### config.mk
export PLATFORM = sky130hd
export DESIGN_NAME = paddle_ctrl_multi
export DESIGN_NICKNAME = d
export VERILOG_FILES = /design/src/rtl/paddle_pkg.sv /design/src/rtl/paddle_axis.sv /design/src/rtl/paddle_ctrl_multi.sv
export SDC_FILE = /design/constraint.sdc
export NUM_CORES = 1
export LEC_CHECK = 0
export CAP_MARGIN = 20
export CORE_MARGIN = 4
export CORE_UTILIZATION = 40
export CTS_CLUSTER_DIAMETER = 120
export CTS_CLUSTER_SIZE = 30
export DETAILED_ROUTE_END_ITERATION = 7
export GPL_TIMING_DRIVEN = 0
export HOLD_SLACK_MARGIN = 0.02
export SYNTH_ARGS = -nofsm -noshare
export SYNTH_HDL_FRONTEND = slang
export SYNTH_SLANG_ARGS = --single-unit
### constraint.sdc
create_clock -name clk -period 6.05 [get_ports clk]
set_input_delay 1.21 -clock clk [delete_from_list [all_inputs] [get_ports clk]]
set_output_delay 1.21 -clock clk [all_outputs]
set_load 0.01 [all_outputs]
### src/rtl/paddle_pkg.sv
// rtl/paddle_pkg.sv - shared types and elaboration helpers for the paddle controller
//
// Contents:
//   paddle_state_t  per-channel FSM state encoding (IDLE, UP, DN)
//   calc_maxc       highest legal coordinate: visible range minus paddle height
//   calc_center     recenter/reset coordinate: half of MAXC, rounded down
//   clog2           counter width helper (minimum width 1)

package paddle_pkg;

   typedef enum logic [1:0] {
      IDLE = 2'd0,
      UP   = 2'd1,
      DN   = 2'd2
   } paddle_state_t;

   function automatic int calc_maxc(input int vis_lines, input int pad_lines);
      return vis_lines - pad_lines;
   endfunction

   function automatic int calc_center(input int maxc);
      return maxc / 2;
   endfunction

   // Bits needed to count 0..n-1; never returns less than 1 so a
   // degenerate count still yields a legal vector.
   function automatic int clog2(input int n);
      int r;
      int v;
      r = 0;
      v = n - 1;
      while (v > 0) begin
         r = r + 1;
         v = v >> 1;
      end
      if (r < 1) r = 1;
      return r;
   endfunction

endpackage

### src/rtl/paddle_axis.sv
// rtl/paddle_axis.sv - one paddle channel: synchronizer, FSM, step/hold logic, coordinate
//
// Optional feature macro: PADDLE_ACCEL_EN (hold-to-accelerate step/hold registers).
//
// Ports:
//   clk       in   system clock
//   reset     in   asynchronous active-low reset
//   tick      in   one-cycle movement strobe shared by all channels
//   recenter  in   synchronous return to CENTER, highest priority
//   btn_up    in   debounced up level (asynchronous to clk)
//   btn_dn    in   debounced down level (asynchronous to clk)
//   coord     out  registered vertical coordinate, 0..MAXC
//   moving    out  FSM state is not IDLE
//   at_limit  out  coord is 0 or MAXC

module paddle_axis #(
   parameter int CW         = 9,
   parameter int RANGE      = 480,
   parameter int PH         = 75,
   parameter int STEP       = 1,
   parameter int MAXSTEP    = 4,
   parameter int HOLD_TICKS = 16
) (
   input  logic          clk,
   input  logic          reset,
   input  logic          tick,
   input  logic          recenter,
   input  logic          btn_up,
   input  logic          btn_dn,
   output logic [CW-1:0] coord,
   output logic          moving,
   output logic          at_limit
);

   import paddle_pkg::*;

   localparam int MAXC   = calc_maxc(RANGE, PH);
   localparam int CENTER = calc_center(MAXC);
   localparam int SW     = clog2(MAXSTEP + 1);

   localparam logic [CW:0]   MAXC_X   = (CW+1)'(MAXC);
   localparam logic [CW-1:0] MAXC_C   = CW'(MAXC);
   localparam logic [CW-1:0] CENTER_C = CW'(CENTER);
   localparam logic [SW-1:0] STEP_S   = SW'(STEP);

   if (MAXC < 1 || MAXC >= (1 << CW)) begin : g_bad_maxc
      $error("paddle_axis: RANGE-PH must be positive and fit in CW bits");
   end
   if (STEP < 1 || STEP > MAXSTEP) begin : g_bad_step
      $error("paddle_axis: STEP must lie in 1..MAXSTEP");
   end
   if (HOLD_TICKS < 1) begin : g_bad_hold
      $error("paddle_axis: HOLD_TICKS must be at least 1");
   end

   // ---------------------------------------------------------------
   // Two-flop synchronizers for the button levels
   // ---------------------------------------------------------------
   logic [1:0] up_sync;
   logic [1:0] dn_sync;
   logic       up_s;
   logic       dn_s;

   always_ff @(posedge clk or negedge reset) begin
      if (!reset) begin
         up_sync <= 2'b00;
         dn_sync <= 2'b00;
      end else begin
         up_sync <= {up_sync[0], btn_up};
         dn_sync <= {dn_sync[0], btn_dn};
      end
   end

   assign up_s = up_sync[1];
   assign dn_s = dn_sync[1];

   // ---------------------------------------------------------------
   // FSM: state register / next-state / outputs
   // ---------------------------------------------------------------
   paddle_state_t state;
   paddle_state_t state_nxt;

   always_ff @(posedge clk or negedge reset) begin
      if (!reset) state <= IDLE;
      else        state <= state_nxt;
   end

   always_comb begin
      state_nxt = state;
      case (state)
         IDLE: begin
            if (up_s && !dn_s)      state_nxt = UP;
            else if (dn_s && !up_s) state_nxt = DN;
         end
         UP: begin
            if (dn_s && !up_s)        state_nxt = DN;
            else if (!(up_s && !dn_s)) state_nxt = IDLE;
         end
         DN: begin
            if (up_s && !dn_s)        state_nxt = UP;
            else if (!(dn_s && !up_s)) state_nxt = IDLE;
         end
         default: state_nxt = IDLE;
      endcase
      if (recenter) state_nxt = IDLE;
   end

   always_comb begin
      moving = (state != IDLE);
   end

   // ---------------------------------------------------------------
   // Step size (constant unless acceleration is compiled in)
   // ---------------------------------------------------------------
   logic [SW-1:0] step_q;

`ifdef PADDLE_ACCEL_EN
   localparam int HW = clog2(HOLD_TICKS);
   localparam logic [HW-1:0] HOLD_LAST = HW'(HOLD_TICKS - 1);
   localparam logic [SW-1:0] MAXSTEP_S = SW'(MAXSTEP);

   logic [HW-1:0] hold_q;
   logic          enter;

   // Any entry into UP or DN (including a direct reversal) restarts the
   // acceleration ramp from the base step.
   assign enter = (state_nxt != state) && (state_nxt != IDLE);

   always_ff @(posedge clk or negedge reset) begin
      if (!reset) begin
         step_q <= STEP_S;
         hold_q <= '0;
      end else if (recenter || enter) begin
         step_q <= STEP_S;
         hold_q <= '0;
      end else if (tick && state != IDLE) begin
         // The move on this tick uses the old step; the increment applies
         // from the next tick onward.
         if (hold_q == HOLD_LAST) begin
            hold_q <= '0;
            if (step_q < MAXSTEP_S) step_q <= step_q + SW'(1);
         end else begin
            hold_q <= hold_q + HW'(1);
         end
      end
   end
`else
   assign step_q = STEP_S;
`endif

   // ---------------------------------------------------------------
   // Saturating coordinate update, one guard bit for over/underflow
   // ---------------------------------------------------------------
   logic [CW:0]   step_x;
   logic [CW:0]   up_sum;
   logic [CW:0]   dn_dif;
   logic [CW-1:0] up_sat;
   logic [CW-1:0] dn_sat;
   logic [CW-1:0] coord_q;

   always_comb begin
      step_x = (CW+1)'(step_q);
      up_sum = {1'b0, coord_q} + step_x;
      dn_dif = {1'b0, coord_q} - step_x;
      up_sat = (up_sum > MAXC_X) ? MAXC_C : up_sum[CW-1:0];
      dn_sat = dn_dif[CW] ? '0 : dn_dif[CW-1:0];
   end

   always_ff @(posedge clk or negedge reset) begin
      if (!reset) begin
         coord_q <= CENTER_C;
      end else if (recenter) begin
         coord_q <= CENTER_C;
      end else if (tick) begin
         case (state)
            UP:      coord_q <= up_sat;
            DN:      coord_q <= dn_sat;
            default: coord_q <= coord_q;
         endcase
      end
   end

   assign coord    = coord_q;
   assign at_limit = (coord_q == '0) || (coord_q == MAXC_C);

endmodule

### src/rtl/paddle_ctrl_multi.sv
// rtl/paddle_ctrl_multi.sv - multi-channel saturating paddle position controller
//
// Optional feature macro: PADDLE_ACCEL_EN (hold-to-accelerate, built in paddle_axis).
//
// Ports:
//   clk       in   system clock
//   reset     in   asynchronous active-low reset
//   enable    in   global run; low freezes tick counter and coordinates
//   btn_up    in   [NCH] debounced up levels
//   btn_dn    in   [NCH] debounced down levels
//   recenter  in   synchronous return of all paddles to CENTER
//   coord     out  [NCH*CW] packed coordinates, channel i at [i*CW +: CW]
//   moving    out  [NCH] channel FSM not IDLE
//   at_limit  out  [NCH] channel coordinate at 0 or MAXC

module paddle_ctrl_multi #(
   parameter int NCH        = 2,
   parameter int CW         = 9,
   parameter int RANGE      = 480,
   parameter int PH         = 75,
   parameter int STEP       = 1,
   parameter int MAXSTEP    = 4,
   parameter int HOLD_TICKS = 16,
   parameter int TICK_DIV   = 50000
) (
   input  logic              clk,
   input  logic              reset,
   input  logic              enable,
   input  logic [NCH-1:0]    btn_up,
   input  logic [NCH-1:0]    btn_dn,
   input  logic              recenter,
   output logic [NCH*CW-1:0] coord,
   output logic [NCH-1:0]    moving,
   output logic [NCH-1:0]    at_limit
);

   import paddle_pkg::*;

   localparam int TW = clog2(TICK_DIV);
   localparam logic [TW-1:0] TICK_LAST = TW'(TICK_DIV - 1);

   if (TICK_DIV < 1 || NCH < 1) begin : g_bad_cfg
      $error("paddle_ctrl_multi: TICK_DIV and NCH must be at least 1");
   end

   // Movement tick shared by all channels; frozen (not cleared) while
   // enable is low so a paused count resumes where it stopped.
   logic [TW-1:0] tick_cnt;
   logic          tick;

   assign tick = enable && (tick_cnt == TICK_LAST);

   always_ff @(posedge clk or negedge reset) begin
      if (!reset) begin
         tick_cnt <= '0;
      end else if (enable) begin
         tick_cnt <= tick ? '0 : tick_cnt + TW'(1);
      end
   end

   for (genvar i = 0; i < NCH; i++) begin : g_ch
      paddle_axis #(
         .CW         (CW),
         .RANGE      (RANGE),
         .PH         (PH),
         .STEP       (STEP),
         .MAXSTEP    (MAXSTEP),
         .HOLD_TICKS (HOLD_TICKS)
      ) u_axis (
         .clk      (clk),
         .reset    (reset),
         .tick     (tick),
         .recenter (recenter),
         .btn_up   (btn_up[i]),
         .btn_dn   (btn_dn[i]),
         .coord    (coord[i*CW +: CW]),
         .moving   (moving[i]),
         .at_limit (at_limit[i])
      );
   end

endmodule

Word-level counts from Yosys, hierarchy flattened

Index checks and enable logic that the tools add are counted.
W data, S select, Z words.

Output and inout port bits: 22
Word-level logic and storage cells: 80
Flip-flop bits (word level): 46

$lt $le $gt $ge: 2
Reductions and logical operators: 24
Mux-type cells: 27
Equal/unequal tests: 13
Add/subtract/negate cells: 5

Operators with widths:

| cell                    | number |
|---|---|
| $mux W9                 | 8 |
| $pmux W9 S2             | 2 |
| $mux W2                 | 14 |
| $add A9 B1 Y10 const B  | 2 |
| $gt A10 B9 Y1 const B   | 2 |
| $sub A9 B1 Y10 const B  | 2 |
| $eq A9 B9 Y1 const B    | 2 |
| $logic_not A9 Y1        | 2 |
| $add A16 B1 Y16 const B | 1 |
| $eq A16 B16 Y1 const B  | 1 |
| $mux W16                | 1 |
| $pmux W2 S3             | 2 |
| $ne A4 B2 Y1 const B    | 2 |
| $ne A4 B3 Y1 const B    | 2 |
| $ne A4 B4 Y1 const B    | 2 |
| $reduce_and A3 Y1       | 2 |
| $reduce_bool A2 Y1      | 3 |
| $reduce_bool A3 Y1      | 2 |
| $logic_and A1 B1 Y1     | 5 |
| $eq A2 B1 Y1 const B    | 2 |
| $eq A2 B2 Y1 const B    | 2 |
| $logic_not A1 Y1        | 4 |
| $logic_not A2 Y1        | 2 |
| $reduce_and A2 Y1       | 2 |
| $logic_or A1 B1 Y1      | 2 |

Depth between registers and ports, before layout

Gate-level depths: netlist of the first run.

Depth in word-level cells: 6
Mapped depth: 10

Cells and area by module

A second synthesis of the first run with hierarchy kept.

Cell total of the unflattened synthesis: 384
Area total of the unflattened synthesis: 3444.6 sq um

By module, submodules not included:

| module            | area each (sq um) | cells an instance | seq. area each (sq um) | instances |
|---|---|---|---|---|
| paddle_axis       | 1332.5            | 156               | 380.4                  | 2 |
| paddle_ctrl_multi | 779.5             | 72                | 400.4                  | 1 |

Worst setup path before layout of the first run

Ideal clock, no wire load.

Path kind: input to register
Start: in enable
End: reg g_ch[1].u_axis.coord_q[2]
Arrival: 2.562 ns
Library setup time: 0.074 ns
Path slack: 3.414 ns
Cell stages on the path: 8
Path through: and4_1 buf_4 nand4_4 or3_4 a21oi_4 nand2b_1 and3_1 o21ai_2

Cells in the longest elaborated chain, start to end: 3

Ends and longest elaborated chain:

| element                             | line                    | text |
|---|---|---|
| start, declared                     | paddle_ctrl_multi.sv:28 | `input logic enable,` |
| $logic_and A1 B1 Y1                 | paddle_ctrl_multi.sv:51 | `assign tick = enable && (tick_cnt == TICK_LAST);` |
| $reduce_bool A2 Y1 (no source line) | -                       |  |
| $reduce_and A2 Y1 (no source line)  | -                       |  |
| end signal, assigned                | paddle_axis.sv:176      | `UP: coord_q <= up_sat;` |
| end signal, assigned                | paddle_axis.sv:177      | `DN: coord_q <= dn_sat;` |
| end signal, assigned                | paddle_axis.sv:178      | `default: coord_q <= coord_q;` |
| end, declared                       | paddle_axis.sv:159      | `logic [CW-1:0] coord_q;` |

Every way passes these cells.
A chain may end at the register's enable or synchronous reset.

Worst setup path after layout of the first run

Start: reg g_ch[0].u_axis.coord_q[1]
End: out at_limit[0]

Cells in the longest elaborated chain, start to end: 2
Elaborated cells between the ends (all ways): 3

Ends and longest elaborated chain:

| element                                                 | line                    | text |
|---|---|---|
| start, declared                                         | paddle_axis.sv:159      |  |
| start signal, assigned                                  | paddle_axis.sv:176      |  |
| start signal, assigned                                  | paddle_axis.sv:177      |  |
| start signal, assigned                                  | paddle_axis.sv:178      |  |
| $eq A9 B9 Y1 / $logic_not A9 Y1 (equally long branches) | paddle_axis.sv:184      | `assign at_limit = (coord_q == '0) \|\| (coord_q == MAXC_C);` |
| $logic_or A1 B1 Y1 *                                    | paddle_axis.sv:184      |  |
| end, declared                                           | paddle_ctrl_multi.sv:34 | `output logic [NCH-1:0] at_limit` |

Mark *: on every way between the ends. The rest lies on a longest branch, timed or not.

==> results of run 1 <==
==> routing by layer <==
layer / share of wire / vias up
met5: 0 / -
met1: 0.48 / 1378
met2: 0.44 / 122
li1: - / 1437
met3: 0.070 / 6
met4: 0.0079 / 0
==> area by class of cell <==
type / count / share of cell area
Buffer: 27 / 0.03561
Clock inverter: 3 / 0.01253
Sequential cell: 46 / 0.3060
Timing Repair Buffer: 30 / 0.08045
Clock buffer: 5 / 0.01813
Inverter: 11 / 0.01088
Multi-Input combinational cell: 296 / 0.5028
Tap cell: 102 / 0.03363
==> layout by cell type (no fill, tap or decap), drive strengths merged, types with 7 or more instances in the layout <==
cell type and count:
nor2 43, dfrtp 38, nand2 35, clkdlybuf4s50 28, nand3 26, a21oi 19, clkbuf 18, o21ai 16
buf 16, xnor2 13, inv 13, nor3 13, xor2 12, and3 10, ha 9, a31oi 8
dfstp 8, nand2b 7
==> kinds of logic (layout without fill, tap and decap cells) <==
family | after synthesis | after routing | share of synthesized area
multiplexers | 3 | 3 | 0.009638
adder cells (fa/ha/maj) | 9 | 9 | 0.03470
buffers and inverters | 38 | 76 | 0.05435
AND/OR/NAND/NOR | 175 | 175 | 0.2995
flip-flops | 46 | 46 | 0.3577
XOR/XNOR | 25 | 25 | 0.06746
AO/OA/AOI/OAI | 84 | 84 | 0.1766
==> sequential cells by signal, summed over array words and instances, names as in the netlist <==
| name | flops |
|---|---|
| g_ch.u_axis.dn_sync | 4 |
| g_ch.u_axis.up_sync | 4 |
| g_ch.u_axis.state | 4 |
| tick_cnt | 16 |
| g_ch.u_axis.coord | 18 |
==> power by group through the flow <==
stage / clock network, mW / logic, mW / registers (mW)
floorplan: 0 / 0.0525 / 0.357
global placement: 0 / 0.0726 / 0.363
detailed placement: 0 / 0.0756 / 0.363
CTS: 0.248 / 0.0752 / 0.358
global route: 0.260 / 0.0864 / 0.362
finish: 0.239 / 0.0738 / 0.357
==> metrics by stage <==
step | std cells | setup slack, ns | hold WS, ns | power, mW | utilization
global route | 520 | 2.391 | 0.3816 | 0.7085 | 0.4861
global placement | 511 | 2.511 | 0.3334 | 0.4352 | 0.4692
floorplan | 380 | 3.414 | 0.3312 | 0.4095 | -
finish | 520 | 2.514 | 0.3635 | 0.6703 | 0.4861
CTS | 520 | 2.503 | 0.3707 | 0.6809 | 0.4861
detailed placement | 512 | 2.556 | 0.3485 | 0.4384 | 0.4712
==> critical path: stages (launching register included) <==
cell and delay, ns:
sky130_fd_sc_hd__dfstp_2 0.55, sky130_fd_sc_hd__clkbuf_2 0.20, sky130_fd_sc_hd__inv_1 0.12, sky130_fd_sc_hd__ha_1 0.19, sky130_fd_sc_hd__nand2_1 0.07, sky130_fd_sc_hd__nor3_1 0.05
sky130_fd_sc_hd__a32oi_1 0.18, sky130_fd_sc_hd__nor3_1 0.07, sky130_fd_sc_hd__buf_4 0.13, sky130_fd_sc_hd__clkdlybuf4s50_1 0.46
==> final timing paths <==
path / end / depth (start not counted)
max: at_limit[0] / 9
min: g_ch[0].u_axis.dn_sync[1] / 0
max reg2reg: g_ch[0].u_axis.coord[5] / 9
min reg2reg: g_ch[0].u_axis.dn_sync[1] / 0
max in group asynchronous: g_ch[1].u_axis.coord[7] / 2
min in group asynchronous: g_ch[0].u_axis.coord[0] / 1
==> results_dict.tcl, run 1 <==
set metrics [dict create \
    run_status "finished, final reports clean" \
    critPathCaptureType "output pin" \
    first_global_vias 2704 \
    core-area_um2 7807 \
    tritoncts.num_buffers 5 \
    timing.final.max_slew_violations 0 \
    p_int_mw 0.4967 \
    multi_input_area_um2 1908 \
    fin_area_um2 3795 \
    grt_max_degree 39 \
    timing.final.setup_violations 0 \
    syn_inst 380 \
    synthesis.nets 397 \
    pin_count 30 \
    port_buffers 29 \
    final.setup_skew_ns 0.006453 \
    p_sw_mw 0.1736 \
    ctsHoldBuffers 0 \
    ctsHtreeMaxLevel 2 \
    cts.sink_count 46 \
    row_count 32 \
    grt_usage 0.1640 \
    drt-vias-per-instance 5.660 \
    dpl-instance-area_um2 3679 \
    synth.ff_latch_count 46 \
    drt_pass1_iterations 5 \
    number_of_enable_flip_flop_cells_after_synthesis 0 \
    hold_path.class "flip-flop to flip-flop" \
    postRouteAntennaNets 0 \
    power.sequential.fraction 0.533 \
    clockBufferDepth 2 \
    chipWidth_um 98.08 \
    resized_after_cts 0 \
    worst_ep_arrival_time_ns 2.33 \
    period_share 0.5844 \
    power.combinational.fraction 0.110 \
    yosys_most_used_dff "sky130_fd_sc_hd__dfrtp_1" \
    initial_utilization 0.4157 \
    critPathMaxFanout 8 \
    cts.root.buffer_cell "sky130_fd_sc_hd__clkbuf_8" \
    drt-wirelength-per-cell_um 14.76 \
    drc 0 \
    period_minus_slack_ns 3.536 \
    sw_frac_of_total 0.2590 \
    yosysUniqueCellTypes 63 \
    timing.max_slew.rel_slack 0.5694 \
    library_cell_with_the_highest_instance_count_after_synthesis "sky130_fd_sc_hd__nor2_1" \
    finalWirelength_mm 7.675 \
    async_reset_ff_frac 1.000 \
    criticalPathCategory "flip-flop to output pin" \
    power.static_leakage_nw 1.581 \
    fillers 762 \
    finalHoldViolCount 0 \
    worst_pin_slew_ns 0.6410 \
    met2_usage 0.2435 \
    yosys.area.top_type "sky130_fd_sc_hd__dfrtp_1" \
    detailed_place_hpwl_mm 5.708 \
    worstHoldStart "g_ch[0].u_axis.dn_sync[0]" \
    routability_congestion_estimate_from_global_placement 0.8871 \
    share_clk_of_total_power 0.357 \
    vias 2943 \
    insertedDiodeCount 0 \
    timing.critical_path.from_type "flip-flop" \
    ir_drop_uv 240.0 \
    seq_area_frac_synth 0.3577 \
    synthTopCellsByCount "sky130_fd_sc_hd__nor2_1 (43), sky130_fd_sc_hd__dfrtp_1 (38), sky130_fd_sc_hd__nand2_1 (35)" \
    timing.reg2reg.setup_slack_ns 3.43 \
    gr-total-overflow 0 \
    tritoncts "built" \
    fmaxAchievable_mhz 282.8 \
    clkSlewWorstSetupHoldPaths_ns 0.09 \
    synth_top_cell_area_share 0.2930 \
    startpoint "g_ch[0].u_axis.coord[1]" \
    clk-insertion-delay-late_ns 0.30 \
    yosys-top-cells-area "sky130_fd_sc_hd__dfrtp_1 (29%), sky130_fd_sc_hd__dfstp_2 (6.5%), sky130_fd_sc_hd__nor2_1 (5.0%), sky130_fd_sc_hd__nand2_1 (4.0%), sky130_fd_sc_hd__nand3_1 (3.9%)" \
    synthesis_warnings 0 \
    met3_layer_usage_reported_by_global_route 0.02857 \
    setup-tns-final_ns 0 \
    grt.met1_usage 0.2489 \
    post-cts-setup-buffers 0 \
    design.final.nets 434 \
    grt_antenna_before_repair 0 \
    busiest_layer "met1" \
    areaGrowthSynthToFinish_pct 16.92 \
    drive_above_1_share 0.1220 \
    data_required_time_at_the_worst_endpoint_ns 4.84 \
    synth_area_per_cell_um2 8.541 \
    power_density_nw_per_um2 176.6 \
    worst_r2r_startpoint "g_ch[0].u_axis.coord[1]" \
    die-area_um2 9619 \
    ff_latch_area_um2 1161 \
    grt_first_pass_wirelength_mm 13.25 \
    cap_viol_max_count 0 \
    grt_setup_unrepaired "false" \
    synthesis.area_um2 3246 \
    detailedRoute.firstIterationViolations 196 \
    die_h_um 98.08 \
]
Power figures use the tool's default switching activity.
==> run 2: changes to the inputs <==
==> constraint.sdc (replaced) <==
create_clock -name clk -period 3 [get_ports clk]
set_input_delay 0.6 -clock clk [delete_from_list [all_inputs] [get_ports clk]]
set_output_delay 0.6 -clock clk [all_outputs]
set_load 0.01 [all_outputs]
==> run 2 against run 1 <==
Against the previous run: setup slack lost 2.4 ns; die area stayed put; register-to-register slack worse by 3.1 ns; wire length fell by 0.44%; first-iteration DRC count decreased by 11%; largest cell class unchanged; combinational power increased by 100%; critical path type unchanged; sequential cell count is the same; total power grew 100%; sequential power up 100%; final area is 0.20% lower; worst hold slack worse by 0.22 ns.
==> results_dict.tcl, run 2 (synthesis gave the netlist of run 1 again) <==
set metrics [dict create \
    routability_congestion_estimate_from_global_placement 0.8871 \
    ctsHtreeMaxLevel 2 \
    insertedDiodeCount 0 \
    final_common_cell "sky130_fd_sc_hd__nor2_1" \
    cts.root.buffer_cell "sky130_fd_sc_hd__clkbuf_8" \
    clockBufferDepth 2 \
    timing.max_slew.rel_slack 0.5616 \
    grt_max_degree 39 \
    port_buffers 29 \
    setup-tns-final_ns 0 \
    critical-path-top-delay-family "buffers and inverters" \
    detailed_place_hpwl_mm 5.708 \
    drt_pass1_iterations 4 \
    data_required_time_at_the_worst_endpoint_ns 2.40 \
    ff_latch_area_um2 1161 \
    cts.sink_count 46 \
    multi_input_area_um2 1908 \
    period_share 0.9643 \
    power_density_nw_per_um2 356.9 \
    grt_antenna_before_repair 0 \
    row_count 32 \
    ctsHoldBuffers 0 \
    gr-total-overflow 0 \
    fillers 765 \
    worst_ep_arrival_time_ns 2.29 \
    layoutNonFillerInstCount 518 \
    grt_usage 0.1640 \
    worst_pin_slew_ns 0.6526 \
    fin_util 0.4851 \
    drc 0 \
    initial_utilization 0.4157 \
    tritoncts "built" \
    power.sequential.fraction 0.533 \
    drt-wirelength-per-cell_um 14.75 \
    p_sw_mw 0.3499 \
    largest_register_ffs 18 \
    postRouteAntennaNets 0 \
    dpl-instance-area_um2 3679 \
    vias 2920 \
    chipWidth_um 98.08 \
    power.combinational.fraction 0.110 \
    drive_above_1_share 0.1226 \
    finalWirelength_mm 7.641 \
    ir_drop_uv 484.3 \
    finalHoldViolCount 0 \
    grt_first_pass_wirelength_mm 13.25 \
    die-area_um2 9619 \
    period_minus_slack_ns 2.893 \
    die_h_um 98.08 \
    clkSlewWorstSetupHoldPaths_ns 0.10 \
    power.static_leakage_nw 1.581 \
    run_status "finished, final reports clean" \
    share_clk_of_total_power 0.357 \
    final.setup_skew_ns 0.007662 \
    drt-vias-per-instance 5.637 \
    timing.critical_path.from_type "flip-flop" \
    path_common_cell "sky130_fd_sc_hd__nor2_1" \
    pin_count 30 \
    core-area_um2 7807 \
    detailedRoute.firstIterationViolations 174 \
    first_global_vias 2704 \
    critical_path.slowest_cell "sky130_fd_sc_hd__clkdlybuf4s50_1" \
    cap_viol_max_count 0 \
    p_int_mw 1.002 \
    sw_frac_of_total 0.2588 \
    areaGrowthSynthToFinish_pct 16.69 \
    timing.final.max_slew_violations 0 \
    criticalPathCategory "flip-flop to output pin" \
    critPathCaptureType "output pin" \
    hold_path.class "input pin to async pin" \
    grt_setup_unrepaired "false" \
    crit_buf_inv 3 \
    critPathMaxStageDelay_ns 0.52 \
    placed_cells 512 \
    tritoncts.num_buffers 5 \
    critPathMaxFanout 10 \
    design.final.nets 432 \
    fmaxAchievable_mhz 345.7 \
    clk-insertion-delay-late_ns 0.30 \
    crit_chain "clkbuf_1, nand4b_1, nor2_1, a31oi_1, nor2_1, buf_4, clkdlybuf4s50_1" \
    fin_area_um2 3787 \
    timing.final.setup_violations 0 \
    top_library_cells_by_usage_in_the_layout_fill_and_taps_aside "sky130_fd_sc_hd__nor2_1 (43), sky130_fd_sc_hd__dfrtp_1 (38), sky130_fd_sc_hd__nand2_1 (35)" \
]
run 2: cell count changes in the layout (fill, tap and decap cells not counted), sizes merged:
cell / delta
buf: -1
clkbuf: -1
run 2: path summary, 6_finish.rpt:
path	to	startpoint	slack (ns)	cells after the start
worst max-delay path	at_limit[1]	g_ch[1].u_axis.coord[2]	0.11	7
worst min-delay path	g_ch[0].u_axis.coord[0]	reset	0.14	1
worst max register to register	g_ch[1].u_axis.coord[4]	g_ch[1].u_axis.coord[1]	0.37	9
worst min register to register	g_ch[0].u_axis.dn_sync[1]	g_ch[0].u_axis.dn_sync[0]	0.36	0
max in group asynchronous	g_ch[1].u_axis.coord[7]	reset	2.33	2
min in group clk	g_ch[0].u_axis.dn_sync[1]	g_ch[0].u_axis.dn_sync[0]	0.36	0
run 2: power by group through the flow:
stage | clock network, mW | logic, mW | registers, mW
2_1_floorplan | 0 | 0.106 | 0.720
3_3_place_gp | 0 | 0.146 | 0.731
3_5_place_dp | 0 | 0.152 | 0.732
4_1_cts | 0.501 | 0.152 | 0.721
5_1_grt | 0.525 | 0.174 | 0.730
6_report | 0.482 | 0.149 | 0.721
run 2: layer usage:
| layer | part of all wire | wire, um | global-route usage | up-vias |
|---|---|---|---|---|
| met5 | 0 | 0 | 0 | - |
| met4 | 0.0080 | 61 | 0.03621 | 0 |
| met3 | 0.061 | 467 | 0.02857 | 6 |
| met2 | 0.44 | 3388 | 0.2435 | 89 |
| met1 | 0.49 | 3724 | 0.2489 | 1391 |
| li1 | - | - | - | 1434 |
run 2: stage by stage:
stage / hold slack [ns] / total power [mW] / setup slack, ns
floorplan: 0.3044 / 0.8258 / 0.7419
global placement: 0.3334 / 0.8776 / 0.07124
detailed placement: 0.3485 / 0.8841 / 0.1155
CTS: 0.1325 / 1.373 / 0.06316
global route: 0.1323 / 1.429 / 0.01537
finish: 0.1403 / 1.352 / 0.1070
run 2: layout make-up:
| class | instances | area share |
|---|---|---|
| timing repair buffer | 30 | 0.08061 |
| buffer | 25 | 0.03370 |
| tap | 102 | 0.03370 |
| multi-input combinational | 296 | 0.5038 |
| clock buffer | 5 | 0.01817 |
| sequential | 46 | 0.3066 |
| inverter | 11 | 0.01090 |
| clock inverter | 3 | 0.01255 |
run 2: what timing repair did:
item / in CTS / in global routing
buffers inserted: 0 / 0
resized for setup: 0 / 4
setup endpoints to repair: 0 / 2
==> run 3: changes to the inputs <==
--- a/config.mk
+++ b/config.mk
@@ -13,6 +13,7 @@
 export DETAILED_ROUTE_END_ITERATION = 7
 export GPL_TIMING_DRIVEN = 0
 export HOLD_SLACK_MARGIN = 0.02
+export MAX_ROUTING_LAYER = met4
 export SYNTH_ARGS = -nofsm -noshare
 export SYNTH_HDL_FRONTEND = slang
 export SYNTH_SLANG_ARGS = --single-unit
==> constraint.sdc (replaced) <==
create_clock -name clk -period 3 [get_ports clk]
set_input_delay 0.45 -clock clk [delete_from_list [all_inputs] [get_ports clk]]
set_output_delay 0.45 -clock clk [all_outputs]
set_load 0.01 [all_outputs]
==> run 3 against run 2 <==
Against the previous run: highest routed layer unchanged; worst hold slack gained 0.22 ns; wire length increased by 0.79%; critical path type unchanged; via count is 0.58% higher; largest cell class unchanged.
==> results_dict.tcl, run 3 (synthesis gave the netlist of run 1 again) <==
set metrics [dict create \
    run_status "finished, final reports clean" \
    detailedRoute.firstIterationViolations 162 \
    power_density_nw_per_um2 356.1 \
    drt_pass1_iterations 4 \
    period_minus_slack_ns 2.770 \
    layoutNonFillerInstCount 521 \
    grt_antenna_before_repair 0 \
    initial_utilization 0.4157 \
    clockBufferDepth 2 \
    grt_first_pass_wirelength_mm 13.23 \
    criticalPathCategory "flip-flop to output pin" \
    timing.final.setup_violations 0 \
    critPathMaxFanout 8 \
    finalPower_mw 1.355 \
    row_count 32 \
    placed_cells 512 \
    data_required_time_at_the_worst_endpoint_ns 2.55 \
    crit_chain "clkbuf_2, inv_1, ha_1, nand2_1, nor3_1, a32oi_1, nor3_1, buf_4, clkdlybuf4s50_1" \
    finalHoldViolCount 0 \
    hold_path.class "flip-flop to flip-flop" \
    chipWidth_um 98.08 \
    core-area_um2 7807 \
    gr-total-overflow 0 \
    timing.max_slew.rel_slack 0.5693 \
    drc 0 \
    cts.root.buffer_cell "sky130_fd_sc_hd__clkbuf_8" \
    final.setup_skew_ns 0.004429 \
    clk-insertion-delay-late_ns 0.30 \
    postRouteAntennaNets 0 \
    timing.critical_path.from_type "flip-flop" \
    drt-wirelength-per-cell_um 14.78 \
    final_setup_slack_of_the_worst_path_ns 0.2302 \
    worst_pin_slew_ns 0.6410 \
    top_library_cells_by_usage_in_the_layout_fill_and_taps_aside "sky130_fd_sc_hd__nor2_1 (43), sky130_fd_sc_hd__dfrtp_1 (38), sky130_fd_sc_hd__nand2_1 (35)" \
    drt-vias-per-instance 5.637 \
    dpl-instance-area_um2 3679 \
    dp_slack_ns 0.2655 \
    resized_after_cts 0 \
    design.final.nets 435 \
    first_global_vias 2717 \
    clkSlewWorstSetupHoldPaths_ns 0.09 \
    setup-tns-final_ns 0 \
    vias 2937 \
    ctsHtreeMaxLevel 2 \
    ctsHoldBuffers 1 \
    cap_viol_max_count 0 \
    pin_count 30 \
    power.static_leakage_nw 1.586 \
    critPathMaxStageDelay_ns 0.55 \
    fin_util 0.4873 \
    period_share 0.9233 \
    path_common_cell "sky130_fd_sc_hd__nor3_1" \
    grt_max_degree 39 \
    largest_register_ffs 18 \
    hold_ws_ns 0.3635 \
    routability_congestion_estimate_from_global_placement 0.9020 \
    finalWirelength_mm 7.701 \
    ir_drop_uv 483.3 \
    grt_setup_unrepaired "false" \
    fin_area_um2 3805 \
    die-area_um2 9619 \
    timing.final.max_slew_violations 0 \
    fmaxAchievable_mhz 361.0 \
    worst_ep_arrival_time_ns 2.32 \
    areaGrowthSynthToFinish_pct 17.23 \
    port_buffers 29 \
    cts.sink_count 46 \
    critical_path.slowest_cell "sky130_fd_sc_hd__dfstp_2" \
    drive_above_1_share 0.1217 \
    detailed_place_hpwl_mm 5.708 \
    tritoncts.num_buffers 5 \
    final_common_cell "sky130_fd_sc_hd__nor2_1" \
    critPathCaptureType "output pin" \
    fillers 761 \
    insertedDiodeCount 0 \
    post-cts-setup-buffers 0 \
    grt_usage 0.1687 \
    tritoncts "built" \
    die_h_um 98.08 \
]
-- run 3: changes by cell type in the layout (fill, tap and decap cells not counted) --
cell | previous run | this run
sky130_fd_sc_hd__buf_2 | 8 | 9
sky130_fd_sc_hd__clkbuf_1 | 10 | 12
sky130_fd_sc_hd__clkbuf_2 | 2 | 1
sky130_fd_sc_hd__dlygate4sd3_1 | 0 | 1
-- run 3: routing by layer --
metal  vias to the layer above  track usage  wire length (um)
met2                       105       0.2450              3384
met1                      1386       0.2471              3772
li1                       1440            -                 -
met4                         0      0.03621                55
met3                         6      0.02857               489
met5                         -            -                 0
-- run 3: area by class of cell --
class | instances | area (um^2) | area share
buffer | 27 | 135.1 | 0.03551
clock buffer | 5 | 68.82 | 0.01809
clock inverter | 3 | 47.55 | 0.01250
inverter | 11 | 41.29 | 0.01085
multi-input combinational | 296 | 1908 | 0.5015
sequential | 46 | 1161 | 0.3052
tap | 102 | 127.6 | 0.03354
timing repair buffer | 31 | 315.3 | 0.08287
-- run 3: worst max-delay path: cells and delay by family, from the launching register on --
kind	cells	cell delay, ns
compound gates	1	0.18
fa+ha+maj	1	0.19
buf+inv	4	0.91
flops	1	0.55
simple gates	3	0.18
-- run 3: where the power goes --
part / internal (mW) / switching (mW)
Sequential: 0.671 / 0.0497
Combinational: 0.0771 / 0.0723
Clock: 0.254 / 0.231
-- run 3: worst paths after layout --
check / from / endpoint / slack, ns / cells after the start
max: g_ch[0].u_axis.coord[1] / at_limit[0] / 0.23 / 9
min: g_ch[0].u_axis.dn_sync[0] / g_ch[0].u_axis.dn_sync[1] / 0.36 / 0
max reg2reg: g_ch[0].u_axis.coord[1] / g_ch[0].u_axis.coord[5] / 0.35 / 9
min reg2reg: g_ch[0].u_axis.dn_sync[0] / g_ch[0].u_axis.dn_sync[1] / 0.36 / 0
max in group asynchronous: reset / g_ch[1].u_axis.coord[7] / 1.95 / 3
min in group asynchronous: reset / g_ch[0].u_axis.coord[0] / 0.53 / 2
